--- config.mk ---
export PLATFORM = sky130hd
export DESIGN_NAME = sd_access_sched_flat
export DESIGN_NICKNAME = d
export VERILOG_FILES = /design/src/rtl/sd_access_sched_if.sv /design/src/rtl/sd_access_sched.sv /design/src/flat_wrapper.sv
export SDC_FILE = /design/constraint.sdc
export NUM_CORES = 1
export LEC_CHECK = 0
export CAP_MARGIN = 20
export CORE_MARGIN = 2
export CORE_UTILIZATION = 53
export DETAILED_ROUTE_END_ITERATION = 10
export PLACE_DENSITY = 0.95
export SLEW_MARGIN = 20
export SYNTH_ARGS = -nofsm -noshare
export SYNTH_HDL_FRONTEND = slang
export SYNTH_SLANG_ARGS = --single-unit
--- constraint.sdc ---
create_clock -name clk -period 3.9 [get_ports clk]
set_input_delay 0.78 -clock clk [delete_from_list [all_inputs] [get_ports clk]]
set_output_delay 0.78 -clock clk [all_outputs]
set_load 0.02 [all_outputs]
--- src/rtl/sd_access_sched_if.sv ---
// Bundle of request, status and core-control signals between the SD access
// scheduler (slave side) and the requesters plus SPI core (master side).
interface sd_access_sched_if;
    logic        rd_req;
    logic [31:0] rd_sec;
    logic        wr_req;
    logic [31:0] wr_sec;
    logic        rd_done;
    logic        wr_done;
    logic        ready;
    logic        err;
    logic        sd_init;
    logic        sd_ren;
    logic        sd_wen;
    logic [31:0] sec;
    logic        fifo_busy;
    logic        init_ok;
    logic        rd_ok;
    logic        wr_ok;

    modport master (
        output rd_req, rd_sec, wr_req, wr_sec, init_ok, rd_ok, wr_ok,
        input  rd_done, wr_done, ready, err, sd_init, sd_ren, sd_wen, sec, fifo_busy
    );

    modport slave (
        input  rd_req, rd_sec, wr_req, wr_sec, init_ok, rd_ok, wr_ok,
        output rd_done, wr_done, ready, err, sd_init, sd_ren, sd_wen, sec, fifo_busy
    );
endinterface

--- src/rtl/sd_access_sched.sv ---
// Sequencer/arbiter in front of the SD-card SPI core: power-up init, round-robin
// read/write grants, fifo_busy acknowledge and a per-transaction watchdog.
module sd_access_sched #(
    parameter int unsigned POWERUP_CYCLES = 4096,
    parameter int unsigned ACK_CYCLES     = 32,
    parameter int unsigned TIMEOUT_CYCLES = 16777215
) (
    input logic              clk,
    input logic              rst_n,
    sd_access_sched_if.slave bus
);

    typedef enum logic [2:0] {
        PWRUP, INIT, INIT_ACK, IDLE, RD, WR, REL, ERR
    } state_t;

    localparam logic [31:0] PWR_LAST = 32'(POWERUP_CYCLES - 1);
    localparam logic [31:0] ACK_LAST = 32'(ACK_CYCLES - 1);
    localparam logic [31:0] TMO_LAST = 32'(TIMEOUT_CYCLES);

    state_t      state_q, state_d;
    logic [31:0] cnt_q, cnt_d;
    logic [31:0] sec_q, sec_d;
    logic [1:0]  init_sync_q, init_sync_d;
    logic [1:0]  rd_sync_q, rd_sync_d;
    logic [1:0]  wr_sync_q, wr_sync_d;
    logic        last_rd_q, last_rd_d;
    logic        sd_init_q, sd_init_d;
    logic        sd_ren_q, sd_ren_d;
    logic        sd_wen_q, sd_wen_d;
    logic        fifo_busy_q, fifo_busy_d;
    logic        ready_q, ready_d;
    logic        err_q, err_d;
    logic        rd_done_q, rd_done_d;
    logic        wr_done_q, wr_done_d;

    logic s_init, s_rd, s_wr;
    logic wd_expired;
    logic grant_rd, grant_wr;
    logic active_ok;

    assign s_init     = init_sync_q[1];
    assign s_rd       = rd_sync_q[1];
    assign s_wr       = wr_sync_q[1];
    assign wd_expired = (cnt_q == TMO_LAST);

    // last_rd_q=0 means the previous grant was a write, so a tie goes to read.
    assign grant_rd  = bus.rd_req && (!bus.wr_req || !last_rd_q);
    assign grant_wr  = bus.wr_req && !grant_rd;
    assign active_ok = last_rd_q ? s_rd : s_wr;

    always_comb begin
        init_sync_d = {init_sync_q[0], bus.init_ok};
        rd_sync_d   = {rd_sync_q[0], bus.rd_ok};
        wr_sync_d   = {wr_sync_q[0], bus.wr_ok};

        state_d     = state_q;
        cnt_d       = cnt_q;
        sec_d       = sec_q;
        last_rd_d   = last_rd_q;
        sd_init_d   = sd_init_q;
        sd_ren_d    = sd_ren_q;
        sd_wen_d    = sd_wen_q;
        fifo_busy_d = fifo_busy_q;
        err_d       = err_q;
        ready_d     = 1'b0;
        rd_done_d   = 1'b0;
        wr_done_d   = 1'b0;

        case (state_q)
            PWRUP: begin
                cnt_d = cnt_q + 32'd1;
                if (cnt_q == PWR_LAST) begin
                    state_d   = INIT;
                    sd_init_d = 1'b1;
                    cnt_d     = '0;
                end
            end
            INIT: begin
                cnt_d = cnt_q + 32'd1;
                if (s_init) begin
                    state_d     = INIT_ACK;
                    sd_init_d   = 1'b0;
                    fifo_busy_d = 1'b1;
                    cnt_d       = '0;
                end else if (wd_expired) begin
                    state_d = ERR;
                end
            end
            INIT_ACK: begin
                cnt_d = cnt_q + 32'd1;
                if (cnt_q == ACK_LAST) begin
                    state_d     = IDLE;
                    fifo_busy_d = 1'b0;
                    cnt_d       = '0;
                end
            end
            IDLE: begin
                ready_d = 1'b1;
                if (grant_rd) begin
                    state_d   = RD;
                    sec_d     = bus.rd_sec;
                    sd_ren_d  = 1'b1;
                    last_rd_d = 1'b1;
                    ready_d   = 1'b0;
                    cnt_d     = '0;
                end else if (grant_wr) begin
                    state_d   = WR;
                    sec_d     = bus.wr_sec;
                    sd_wen_d  = 1'b1;
                    last_rd_d = 1'b0;
                    ready_d   = 1'b0;
                    cnt_d     = '0;
                end
            end
            RD: begin
                cnt_d = cnt_q + 32'd1;
                if (s_rd) begin
                    state_d     = REL;
                    sd_ren_d    = 1'b0;
                    fifo_busy_d = 1'b1;
                    cnt_d       = '0;
                end else if (wd_expired) begin
                    state_d = ERR;
                end
            end
            WR: begin
                cnt_d = cnt_q + 32'd1;
                if (s_wr) begin
                    state_d     = REL;
                    sd_wen_d    = 1'b0;
                    fifo_busy_d = 1'b1;
                    cnt_d       = '0;
                end else if (wd_expired) begin
                    state_d = ERR;
                end
            end
            REL: begin
                cnt_d = cnt_q + 32'd1;
                if (!active_ok) begin
                    state_d     = IDLE;
                    fifo_busy_d = 1'b0;
                    rd_done_d   = last_rd_q;
                    wr_done_d   = !last_rd_q;
                    cnt_d       = '0;
                end else if (wd_expired) begin
                    state_d = ERR;
                end
            end
            ERR: begin
                state_d = ERR;
            end
            default: begin
                state_d = ERR;
            end
        endcase

        // Any path into ERR (or staying there) forces the core quiet and latches err.
        if (state_d == ERR) begin
            sd_init_d   = 1'b0;
            sd_ren_d    = 1'b0;
            sd_wen_d    = 1'b0;
            fifo_busy_d = 1'b0;
            ready_d     = 1'b0;
            rd_done_d   = 1'b0;
            wr_done_d   = 1'b0;
            err_d       = 1'b1;
        end
    end

    always_ff @(posedge clk or negedge rst_n) begin
        if (!rst_n) begin
            state_q     <= PWRUP;
            cnt_q       <= '0;
            sec_q       <= '0;
            init_sync_q <= '0;
            rd_sync_q   <= '0;
            wr_sync_q   <= '0;
            last_rd_q   <= 1'b0;
            sd_init_q   <= 1'b0;
            sd_ren_q    <= 1'b0;
            sd_wen_q    <= 1'b0;
            fifo_busy_q <= 1'b0;
            ready_q     <= 1'b0;
            err_q       <= 1'b0;
            rd_done_q   <= 1'b0;
            wr_done_q   <= 1'b0;
        end else begin
            state_q     <= state_d;
            cnt_q       <= cnt_d;
            sec_q       <= sec_d;
            init_sync_q <= init_sync_d;
            rd_sync_q   <= rd_sync_d;
            wr_sync_q   <= wr_sync_d;
            last_rd_q   <= last_rd_d;
            sd_init_q   <= sd_init_d;
            sd_ren_q    <= sd_ren_d;
            sd_wen_q    <= sd_wen_d;
            fifo_busy_q <= fifo_busy_d;
            ready_q     <= ready_d;
            err_q       <= err_d;
            rd_done_q   <= rd_done_d;
            wr_done_q   <= wr_done_d;
        end
    end

    assign bus.sd_init   = sd_init_q;
    assign bus.sd_ren    = sd_ren_q;
    assign bus.sd_wen    = sd_wen_q;
    assign bus.sec       = sec_q;
    assign bus.fifo_busy = fifo_busy_q;
    assign bus.ready     = ready_q;
    assign bus.err       = err_q;
    assign bus.rd_done   = rd_done_q;
    assign bus.wr_done   = wr_done_q;

endmodule
--- src/flat_wrapper.sv ---
// flat-port wrapper written by rule: the top's interface ports become plain ports
module sd_access_sched_flat 
#(
    parameter int unsigned POWERUP_CYCLES = 4096,
    parameter int unsigned ACK_CYCLES     = 32,
    parameter int unsigned TIMEOUT_CYCLES = 16777215
)
  (clk, rst_n, bus_rd_req, bus_rd_sec, bus_wr_req, bus_wr_sec, bus_init_ok, bus_rd_ok, bus_wr_ok, bus_rd_done, bus_wr_done, bus_ready, bus_err, bus_sd_init, bus_sd_ren, bus_sd_wen, bus_sec, bus_fifo_busy);
  sd_access_sched_if bus_i ();
  input logic clk;
  input logic rst_n;
  input wire logic [$bits(bus_i.rd_req)-1:0] bus_rd_req;
  input wire logic [$bits(bus_i.rd_sec)-1:0] bus_rd_sec;
  input wire logic [$bits(bus_i.wr_req)-1:0] bus_wr_req;
  input wire logic [$bits(bus_i.wr_sec)-1:0] bus_wr_sec;
  input wire logic [$bits(bus_i.init_ok)-1:0] bus_init_ok;
  input wire logic [$bits(bus_i.rd_ok)-1:0] bus_rd_ok;
  input wire logic [$bits(bus_i.wr_ok)-1:0] bus_wr_ok;
  output wire logic [$bits(bus_i.rd_done)-1:0] bus_rd_done;
  output wire logic [$bits(bus_i.wr_done)-1:0] bus_wr_done;
  output wire logic [$bits(bus_i.ready)-1:0] bus_ready;
  output wire logic [$bits(bus_i.err)-1:0] bus_err;
  output wire logic [$bits(bus_i.sd_init)-1:0] bus_sd_init;
  output wire logic [$bits(bus_i.sd_ren)-1:0] bus_sd_ren;
  output wire logic [$bits(bus_i.sd_wen)-1:0] bus_sd_wen;
  output wire logic [$bits(bus_i.sec)-1:0] bus_sec;
  output wire logic [$bits(bus_i.fifo_busy)-1:0] bus_fifo_busy;
  assign bus_i.rd_req = bus_rd_req;
  assign bus_i.rd_sec = bus_rd_sec;
  assign bus_i.wr_req = bus_wr_req;
  assign bus_i.wr_sec = bus_wr_sec;
  assign bus_i.init_ok = bus_init_ok;
  assign bus_i.rd_ok = bus_rd_ok;
  assign bus_i.wr_ok = bus_wr_ok;
  assign bus_rd_done = bus_i.rd_done;
  assign bus_wr_done = bus_i.wr_done;
  assign bus_ready = bus_i.ready;
  assign bus_err = bus_i.err;
  assign bus_sd_init = bus_i.sd_init;
  assign bus_sd_ren = bus_i.sd_ren;
  assign bus_sd_wen = bus_i.sd_wen;
  assign bus_sec = bus_i.sec;
  assign bus_fifo_busy = bus_i.fifo_busy;
  sd_access_sched #(.POWERUP_CYCLES(POWERUP_CYCLES), .ACK_CYCLES(ACK_CYCLES), .TIMEOUT_CYCLES(TIMEOUT_CYCLES)) u_core (.clk(clk), .rst_n(rst_n), .bus(bus_i));
endmodule
==> run metrics <==
transition time of the tightest slew-check pin=between 1 and 1.5 ns; slowest stage delay, CP=0.52 ns; # IOs=between 100 and 150; highest-delay cell along the critical path=clkdlybuf4s50_1; Sink Count=just over 80; initial antenna violation count=0; Mapped Nets=568; Inst Count DP=between 600 and 700; top-area cell type share of the netlist area=around 47%; maximum vdd drop=~0.00021 V; ANT nets after route=0; final routed DRC violation total=0; vias=~4400; Period Utilization, post-route=between 70% and 80%; final hold vios=0; Pre-Repair DR Iteration Count=5; Chip Height=roughly 95 um; CP Max Fanout=12; Setup-failing EPs final=0; Leak=around 0.0023 uW; status=finished clean; PD cells=611 nW/um^2; number of synthesized flops with an enable pin=0; maxcap violations=0; Final Cell Area=5730 um^2; post-CTS setup buffers=0; reg2reg start=u_core.cnt_q[0]; RSZ-0062 raised after global routing=false; worst relative slew slack=between 20% and 30%; Area contributors post-synth=dfrtp_1 47%, nand2_1 7.8%, a31oi_1 5.5%; most common cell after layout, fill and taps aside=clkdlybuf4s50_1; CP startpoint kind=input pin; Post-CTS Hold Buffers=0; share of cells above drive strength 1=7.06%; Die W=roughly 95 um; drt initial violations=between 200 and 300; Bufs on Longest Clock Path=2; Hold Startpoint=u_core.wr_sync_q[0]; die area=a little over 9000 um^2; TritonCTS clock tree=yes; Final Non-Filler Cells=700; All-Layer GR Usage=approximately a quarter; CTS buffer count=9; P&R area growth vs syn=29.9%; Via density=6.22; final wirelength=about 12000 um; Yosys reg bits=82; HP Class=register to register; Multi-input gate area=about 2200 um^2; fin nets=around 660; clock root cell=clkbuf_8; Antenna Cells=0; vias in the first global route=between 3000 and 4000; Data arrival, critical path=3.24 ns; clk slew on worst S/H paths=around 0.09 ns; routability cong.=roughly 0.94; warnings from Yosys=0; row cnt=33; Sequential Area=~2100 um^2; Max Clock Skew=about 0.011 ns; Core Region=about 8100 um^2; Critical Path RT=4.16 ns; Worst-Skew Late Latency=between 0.3 and 0.4 ns; first-pass GRT wire length=approximately 19000 um; post-synthesis cell type count=66; total gr overflow=0; Resized cells post-CTS=0; Synth Cell Area=approximately 4400 um^2; Crit path buffers/inverters=2; Crit Path Category=input pin to register; pin count of the biggest net entering global routing=between 80 and 90; area leader, netlist=dfrtp_1; DP Area=5540 um^2; FMAX=~340 MHz; fin. max-slew vios=0; sequential share of the synthesized area=approximately 47%; Buffers on Ports=110; Fin Setup TNS=0 ns; filler cell count=561; sequence of cells on the critical path=clkdlybuf4s50_1 -> o21bai_2 -> nand2_1 -> o21ai_0 -> o31ai_4 -> buf_4 -> o31ai_1; Initial Util=a little over half; H-Tree Depth=3; commonest cells after routing, fill and taps aside=109 x clkdlybuf4s50_1, 92 x nand2_1, 82 x dfrtp_1, 59 x nor2_1, 39 x a31oi_1; crit path capture type=register; synthesized area per cell=~9 um^2; gate count of the mapped netlist=496; post-DR wirelength/cell=around 18 um; crit path from=bus_wr_req; top_reg_cell synth=dfrtp_1; cell family with most CP delay=compound AO/OA/AOI/OAI gates; Period minus WS final=around 3.0 ns; hpwl dp=between 8000 and 9000 um; Final Power=3500 uW; Post-synth ARST share=100%
[stage by stage]
step / hold WS [ns] / util (%) / setup WS [ns]
after floorplan: 0.331 / - / 1.90
after global placement: 0.332 / 68.1 / 0.847
after detailed placement: 0.340 / 68.1 / 0.655
after CTS: 0.359 / 70.4 / 1.01
after global routing: 0.365 / 70.4 / 0.820
final: 0.360 / 70.4 / 0.923
[area by class of cell]
| class | instances | area share [%] |
|---|---|---|
| Sequential cell | 82 | 35.8 |
| Multi-Input combinational cell | 369 | 38.0 |
| Tap cell | 105 | 2.29 |
| Inverter | 14 | 0.917 |
| Timing Repair Buffer | 114 | 19.8 |
| Clock inverter | 6 | 0.830 |
| Clock buffer | 10 | 2.40 |
[state kept, by name, summed over array words and instances, names as in the netlist, 2 cells and up]
signal	flops
u_core.bus.sec	32
u_core.cnt_q	32
u_core.state_q	3
u_core.init_sync_q	2
u_core.rd_sync_q	2
u_core.wr_sync_q	2
[per-layer routing]
| metal | track usage, % | up-vias | routed length, um |
|---|---|---|---|
| li1 | - | 1995 | - |
| met1 | 32.5 | 2132 | 4770 |
| met2 | 45.1 | 195 | 6330 |
| met3 | 6.88 | 31 | 978 |
| met4 | 10.9 | 0 | 321 |
| met5 | 0 | - | 0 |
[cells by family after synthesis]
family                     synth area share, %
AOI/OAI and AO/OA                         17.4
xor gates and xnor gates                  2.18
adders and majority gates                0.284
buffers and inverters                     4.40
DFF                                       46.5
muxes                                    0.709
and+or+nand+nor                           28.5
[power by group]
group          internal (uW)  switching, uW
Clock                    255            328
Sequential              1080            222
Combinational            686            930
Total                   2020           1480
[Yosys cell counts, drive strengths merged, types with 2 or more instances]
cell type,number
a21oi,7
nand2b,4
o211ai,4
xnor2,2
a32oi,2
nand4b,5
nand2,93
and3b,2
xor2,9
nand3b,3
o21ai,11
a31oi,39
and4,5
inv,14
buf,19
o22ai,4
nand4,17
nor2b,2
o2111ai,10
nand3,16
mux2i,2
and2,3
and3,3
nor4,11
or4,4
or3,5
nor3,12
o311ai,2
nor2,62
dfrtp,82
clkbuf,12
o31ai,11
[worst paths after layout]
check                                       to  slack, ns  cells past startpoint
max                           u_core.cnt_q[19]       0.92                      7
min                        u_core.wr_sync_q[1]       0.36                      0
max reg2reg                   u_core.cnt_q[19]       1.01                      7
min reg2reg                u_core.wr_sync_q[1]       0.36                      0
max in group asynchronous      u_core.cnt_q[1]       2.94                      1
min in group asynchronous  u_core.wr_sync_q[1]       0.44                      1
No activity file was read; power rests on OpenSTA's default activity.
